$ cat config.mk
export PLATFORM = sky130hd
export DESIGN_NAME = wb_rr_arbiter
export DESIGN_NICKNAME = d
export VERILOG_FILES = /design/src/rtl/wb_rr_arbiter.sv
export SDC_FILE = /design/constraint.sdc
export NUM_CORES = 1
export LEC_CHECK = 0
export ABC_CLOCK_PERIOD_IN_PS = 1900
export CORE_AREA = 4 4 111 113
export DETAILED_ROUTE_END_ITERATION = 16
export DIE_AREA = 0 0 115 117
export SYNTH_ARGS = -nofsm -noshare
export SYNTH_HDL_FRONTEND = slang
export SYNTH_SLANG_ARGS = --single-unit
$ cat constraint.sdc
create_clock -name clk_i -period 1.9 [get_ports clk_i]
set_input_delay 0.19 -clock clk_i [delete_from_list [all_inputs] [get_ports clk_i]]
set_output_delay 0.19 -clock clk_i [all_outputs]
set_load 0.05 [all_outputs]
$ cat src/rtl/wb_rr_arbiter.sv
// Round-robin Wishbone B4 classic arbiter: N masters share one slave port, grant held for the
// whole CYC tenure, optional watchdog answers a silent slave with a forced ERR.
module wb_rr_arbiter #(
    parameter int N_MASTERS      = 2,
    parameter int WB_ADDR_WIDTH  = 32,
    parameter int WB_DATA_WIDTH  = 32,
    parameter int TIMEOUT_CYCLES = 256
) (
    input  logic                                   clk_i,
    input  logic                                   rstn_i,
    input  logic [N_MASTERS*WB_ADDR_WIDTH-1:0]     m_ADR,
    input  logic [N_MASTERS*WB_DATA_WIDTH-1:0]     m_DAT_W,
    input  logic [N_MASTERS*(WB_DATA_WIDTH/8)-1:0] m_SEL,
    input  logic [N_MASTERS-1:0]                   m_CYC,
    input  logic [N_MASTERS-1:0]                   m_STB,
    input  logic [N_MASTERS-1:0]                   m_WE,
    output logic [WB_DATA_WIDTH-1:0]               m_DAT_R,
    output logic [N_MASTERS-1:0]                   m_ACK,
    output logic [N_MASTERS-1:0]                   m_ERR,
    output logic [WB_ADDR_WIDTH-1:0]               s_ADR,
    output logic [WB_DATA_WIDTH-1:0]               s_DAT_W,
    output logic [WB_DATA_WIDTH/8-1:0]             s_SEL,
    output logic                                   s_CYC,
    output logic                                   s_STB,
    output logic                                   s_WE,
    input  logic [WB_DATA_WIDTH-1:0]               s_DAT_R,
    input  logic                                   s_ACK,
    input  logic                                   s_ERR,
    output logic [N_MASTERS-1:0]                   gnt_o,
    output logic                                   timeout_o
);
    localparam int AW    = WB_ADDR_WIDTH;
    localparam int DW    = WB_DATA_WIDTH;
    localparam int SW    = WB_DATA_WIDTH / 8;
    localparam int IW    = $clog2(N_MASTERS);
    localparam bit WD_EN = (TIMEOUT_CYCLES > 0);
    localparam int CW    = WD_EN ? $clog2(TIMEOUT_CYCLES + 1) : 1;
    localparam int WD_LAST = WD_EN ? TIMEOUT_CYCLES - 1 : 0;

    typedef enum logic [1:0] {IDLE, BUSY, TOUT} state_t;

    state_t               state_q, state_d;
    logic [N_MASTERS-1:0] gnt_q, gnt_d;
    logic [IW-1:0]        last_q, last_d;
    logic [CW-1:0]        wd_q, wd_d;

    logic                 win_found;
    logic [IW-1:0]        win_idx;
    logic                 g_cyc, g_stb, g_we;
    logic [AW-1:0]        g_adr;
    logic [DW-1:0]        g_dat;
    logic [SW-1:0]        g_sel;
    logic                 busy, stall, fire;

    // Rotating priority: first requester at or after last+1, wrapping past N-1 to 0.
    always_comb begin
        int unsigned cand;
        cand      = 0;
        win_found = 1'b0;
        win_idx   = '0;
        for (int i = 1; i <= N_MASTERS; i++) begin
            cand = int'(last_q) + i;
            if (cand >= N_MASTERS) cand = cand - N_MASTERS;
            if (!win_found && m_CYC[cand]) begin
                win_found = 1'b1;
                win_idx   = IW'(cand);
            end
        end
    end

    // AND-OR mux keyed by the one-hot grant; all zero when nobody holds it.
    always_comb begin
        g_cyc = 1'b0;
        g_stb = 1'b0;
        g_we  = 1'b0;
        g_adr = '0;
        g_dat = '0;
        g_sel = '0;
        for (int i = 0; i < N_MASTERS; i++) begin
            if (gnt_q[i]) begin
                g_cyc = m_CYC[i];
                g_stb = m_STB[i];
                g_we  = m_WE[i];
                g_adr = m_ADR[i*AW +: AW];
                g_dat = m_DAT_W[i*DW +: DW];
                g_sel = m_SEL[i*SW +: SW];
            end
        end
    end

    assign busy  = (state_q == BUSY);
    assign stall = busy && g_stb && !s_ACK && !s_ERR;
    assign fire  = WD_EN && stall && (wd_q == CW'(WD_LAST));

    always_comb begin
        wd_d = '0;
        if (WD_EN && stall)
            wd_d = (wd_q == CW'(TIMEOUT_CYCLES)) ? wd_q : wd_q + 1'b1;
    end

    always_comb begin
        state_d = state_q;
        gnt_d   = gnt_q;
        last_d  = last_q;
        case (state_q)
            IDLE: begin
                if (win_found) begin
                    state_d = BUSY;
                    gnt_d   = {{(N_MASTERS-1){1'b0}}, 1'b1} << win_idx;
                    last_d  = win_idx;
                end
            end
            BUSY: begin
                if (!g_cyc) begin
                    state_d = IDLE;
                    gnt_d   = '0;
                end else if (fire) begin
                    state_d = TOUT;
                end
            end
            TOUT: begin
                state_d = IDLE;
                gnt_d   = '0;
            end
            default: begin
                state_d = IDLE;
                gnt_d   = '0;
            end
        endcase
    end

    always_ff @(posedge clk_i or negedge rstn_i) begin
        if (!rstn_i) begin
            state_q <= IDLE;
            gnt_q   <= '0;
            last_q  <= IW'(N_MASTERS - 1);
            wd_q    <= '0;
        end else begin
            state_q <= state_d;
            gnt_q   <= gnt_d;
            last_q  <= last_d;
            wd_q    <= wd_d;
        end
    end

    // Slave side sees the granted master only in BUSY; TOUT drops the cycle.
    assign s_CYC     = busy && g_cyc;
    assign s_STB     = busy && g_stb;
    assign s_WE      = busy && g_we;
    assign s_ADR     = busy ? g_adr : '0;
    assign s_DAT_W   = busy ? g_dat : '0;
    assign s_SEL     = busy ? g_sel : '0;

    assign m_DAT_R   = s_DAT_R;
    assign m_ACK     = (busy && s_ACK) ? gnt_q : '0;
    assign m_ERR     = ((busy && s_ERR) || state_q == TOUT) ? gnt_q : '0;
    assign gnt_o     = gnt_q;
    assign timeout_o = (state_q == TOUT);

endmodule

==> impl_metrics.py, run 1 <==
metrics = {
    "logic_synthesis": {
        "syn_nets": 467,
        "syn-cell-area_um2": 1987,
        "yosysSeqAreaShare": 0.1770,
        "synthFlopType": "dfrtp_1",
        "synth_edf_count": 0,
        "yosysUniqueCellTypes": 37,
        "ys_async_sr_fraction": 1.000,
        "synthCells": 286,
        "ys_warn_count": 0,
        "ys_seq_elements": 14,
        "syn_avg_cell_area_um2": 6.947,
    },
    "detailed_routing": {
        "routed_via_density": 4.644,
        "post_drt_wl_per_cell_um": 19.62,
        "drt_first_pass_iters": 4,
        "wirelength_mm": 11.89,
        "ant_nets": 0,
        "drtIter0Drc": 194,
        "drc": 0,
        "vias": 2814,
    },
    "floorplan": {
        "rows": 39,
        "start_util": 0.1755,
        "die_area_um2": 13460,
        "top_level_ports": 288,
        "coreArea_um2": 11320,
        "die_h_um": 117,
        "die_x_um": 115,
    },
    "clock_network": {
        "clock_latency_ns": 0.24,
        "htree_levels": 1,
        "clk_transition_reported_paths_ns": 0.05,
        "cts_hold_buffers": 0,
        "ctsRootBufferMaster": "clkbuf_16",
        "clk_path_buf_depth": 2,
        "cts_tree": "built",
        "cts_setup_buffers": 0,
        "clock_sinks": 14,
        "cts_buffers": 3,
    },
    "pwr": {
        "p_per_area_nw_per_um2": 1452,
        "static-leakage-power_nw": 1.905,
        "max-vdd-ir-drop_v": 0.001063,
        "power_mw": 7.548,
    },
    "sta": {
        "finalHoldViolCount": 0,
        "fin_worst_skew_ns": 0.002625,
        "finalCritPeriodShare": 0.9324,
        "fin_crit_ns": 1.772,
        "fmax_mhz": 564.5,
        "timing.final.ws_setup_ns": 0.1284,
        "slew_headroom": 0.5634,
        "final_max_slew_viol_count": 0,
        "setup-tns-final_ns": 0,
        "finalSetupViolations": 0,
        "rsz0062_at_grt": "no",
        "worstMarginPinSlew_ns": 0.6529,
    },
    "global_route": {
        "grt_pass1_wl_mm": 16.55,
        "grt_start_max_net_pins": 59,
        "busiest_layer": "met2",
        "antenna_found_initial": 2,
        "grt_use_met2": 0.2770,
        "grt_use_met3": 0.04113,
        "overflow": 0,
        "grt_pass1_vias": 2776,
        "grt_use_total": 0.1564,
        "use_met1": 0.1958,
    },
    "cells_and_area": {
        "drive_gt1_frac": 0.3650,
        "fin_cells": 606,
        "postLayoutCellArea_um2": 5197,
        "diodes": 0,
        "finish.net_count": 645,
        "areaGrowthSynthToFinish_pct": 161.6,
    },
    "placed_design": {
        "gp_congestion": 0.7709,
        "place_area_um2": 5104,
        "pre_cts_slack_ns": 0.3003,
        "dp_hpwl_mm": 9.756,
        "port_buffers": 223,
        "dp.cells": 602,
    },
    "worst_setup_path": {
        "cp_max_fo": 48,
        "cp.required_ns": 1.71,
        "start_kind": "flip-flop",
        "arrival_ns": 1.58,
        "cp-end-kind": "output pin",
        "path_class": "reg2out",
    },
    "hold_path": {
        "min_path_type": "in2async",
    },
    "run_status": {
        "outcome": "complete, no violations",
    },
    "run": {
        "drv_cap": 0,
    },
}
[sequential cells by signal, indices dropped and copies added (netlist names)]
signal   count
last_q       1
gnt_o        2
wd_q         9
state_q      2
[report_power, final]
part           switching (mW)  internal, mW  leakage [nW]
clock network           0.123         0.319        0.0442
logic                    3.82          2.85          1.68
registers              0.0807         0.354         0.185
total                    4.02          3.53          1.90
[critical path, cell delays in order, from the launching register on]
cell     delay [ns]
dfrtp_2        0.42
nor2b_4        0.21
buf_12         0.24
a22oi_1        0.15
nor2_2         0.15
buf_12         0.15
[logic make-up (layout without fill, tap and decap cells)]
logic type | Yosys count | after routing | synth area share
AOI/OAI and AO/OA | 93 | 93 | 0.3426
xor gates and xnor gates | 2 | 2 | 0.008818
adders and majority gates | 3 | 3 | 0.01889
buffers and inverters | 62 | 239 | 0.1921
DFF | 14 | 14 | 0.1770
muxes | 1 | 1 | 0.005667
and+or+nand+nor | 111 | 111 | 0.2550
[repair_timing]
| action | CTS | global route |
|---|---|---|
| hold endpoints to repair | 0 | 0 |
| resized for setup | 0 | 2 |
| setup endpoints to repair | 0 | 35 |
[synthesized netlist by cell type, types with 2 or more instances]
| cell | instances | area (um2) |
|---|---|---|
| nand2_1 | 7 | 26.28 |
| xor2_1 | 2 | 17.52 |
| and3_1 | 2 | 12.51 |
| a21o_1 | 2 | 15.01 |
| and2_1 | 5 | 31.28 |
| nor2b_1 | 3 | 18.77 |
| nand3_1 | 6 | 30.03 |
| nand3b_1 | 2 | 15.01 |
| dfrtp_1 | 13 | 325.3 |
| nor2_1 | 74 | 277.8 |
| inv_1 | 6 | 22.52 |
| nor3_1 | 2 | 10.01 |
| a21oi_1 | 8 | 40.04 |
| buf_4 | 34 | 255.2 |
| o21ai_0 | 6 | 30.03 |
| buf_2 | 17 | 85.08 |
| a22oi_1 | 69 | 518.0 |
| clkbuf_1 | 5 | 18.77 |
| ha_1 | 3 | 37.54 |
| or3_1 | 3 | 18.77 |
[layout make-up]
class,instances,area (um2)
Fill cell,1074,6123
Timing Repair Buffer,229,3064
Multi-Input combinational cell,210,1489
Sequential cell,14,354.1
Tap cell,143,178.9
Clock buffer,4,88.84
Inverter,6,22.52
[per-stage QoR]
| stage | hold slack [ns] | util |
|---|---|---|
| final | 0.3508 | 0.4591 |
| after global routing | 0.3801 | 0.4591 |
| after CTS | 0.3803 | 0.4587 |
| after detailed placement | 0.3803 | 0.4508 |
| after global placement | 0.3803 | 0.4508 |
| after floorplan | -0.1056 | - |
[final timing paths]
kind / start / endpoint / slack [ns] / cells after the start
max in group asynchronous: rstn_i / gnt_o[1] / 1.09 / 1
max: gnt_o[0] / s_ADR[1] / 0.13 / 5
min: rstn_i / state_q[1] / 0.35 / 1
max reg2reg: gnt_o[1] / wd_q[3] / 0.30 / 4
min reg2reg: state_q[1] / gnt_o[1] / 0.54 / 1
min in group clk_i: s_DAT_R[0] / m_DAT_R[0] / 0.38 / 0
[per-layer routing]
| metal | part of all wire | up-vias |
|---|---|---|
| li1 | - | 1349 |
| met1 | 0.38 | 1311 |
| met2 | 0.51 | 138 |
| met3 | 0.092 | 12 |
| met4 | 0.010 | 4 |
| met5 | 0.0023 | - |
[layout by cell type (no fill, tap or decap), types with 2 or more instances in the layout]
cell type and n:
clkdlybuf4s50_1 146, buf_12 78, a22oi_1 69, nor2_2 60, dfrtp_1 11, nor2_4 9
a21oi_1 8, nand2_1 7, inv_1 6, nand3_1 6, o21ai_0 6, and2_1 5
nor2_1 5, buf_4 4, or3_1 3, ha_1 3, clkbuf_16 3, nand3b_1 2
a21o_1 2, and3_1 2, nor3_1 2, xor2_1 2, dfrtp_2 2
(Power assumes the default switching activity.)
==> inputs of run 2 (changes only) <==
--- a/config.mk
+++ b/config.mk
@@ -6,7 +6,9 @@
 export NUM_CORES = 1
 export LEC_CHECK = 0
 export ABC_CLOCK_PERIOD_IN_PS = 1900
+export CAP_MARGIN = 20
 export CORE_AREA = 4 4 111 113
+export CTS_CLUSTER_SIZE = 30
 export DETAILED_ROUTE_END_ITERATION = 16
 export DIE_AREA = 0 0 115 117
 export SYNTH_ARGS = -nofsm -noshare
==> results of run 2 <==
No change in the layout: final DEF, timing and power equal those of run 1.
==> inputs of run 3 (changes only) <==
--- a/config.mk
+++ b/config.mk
@@ -6,8 +6,8 @@
 export NUM_CORES = 1
 export LEC_CHECK = 0
 export ABC_CLOCK_PERIOD_IN_PS = 1900
-export CAP_MARGIN = 20
 export CORE_AREA = 4 4 111 113
+export CTS_CLUSTER_DIAMETER = 100
 export CTS_CLUSTER_SIZE = 30
 export DETAILED_ROUTE_END_ITERATION = 16
 export DIE_AREA = 0 0 115 117
==> results of run 3 <==
No change in the layout: final DEF, timing and power equal those of run 1.
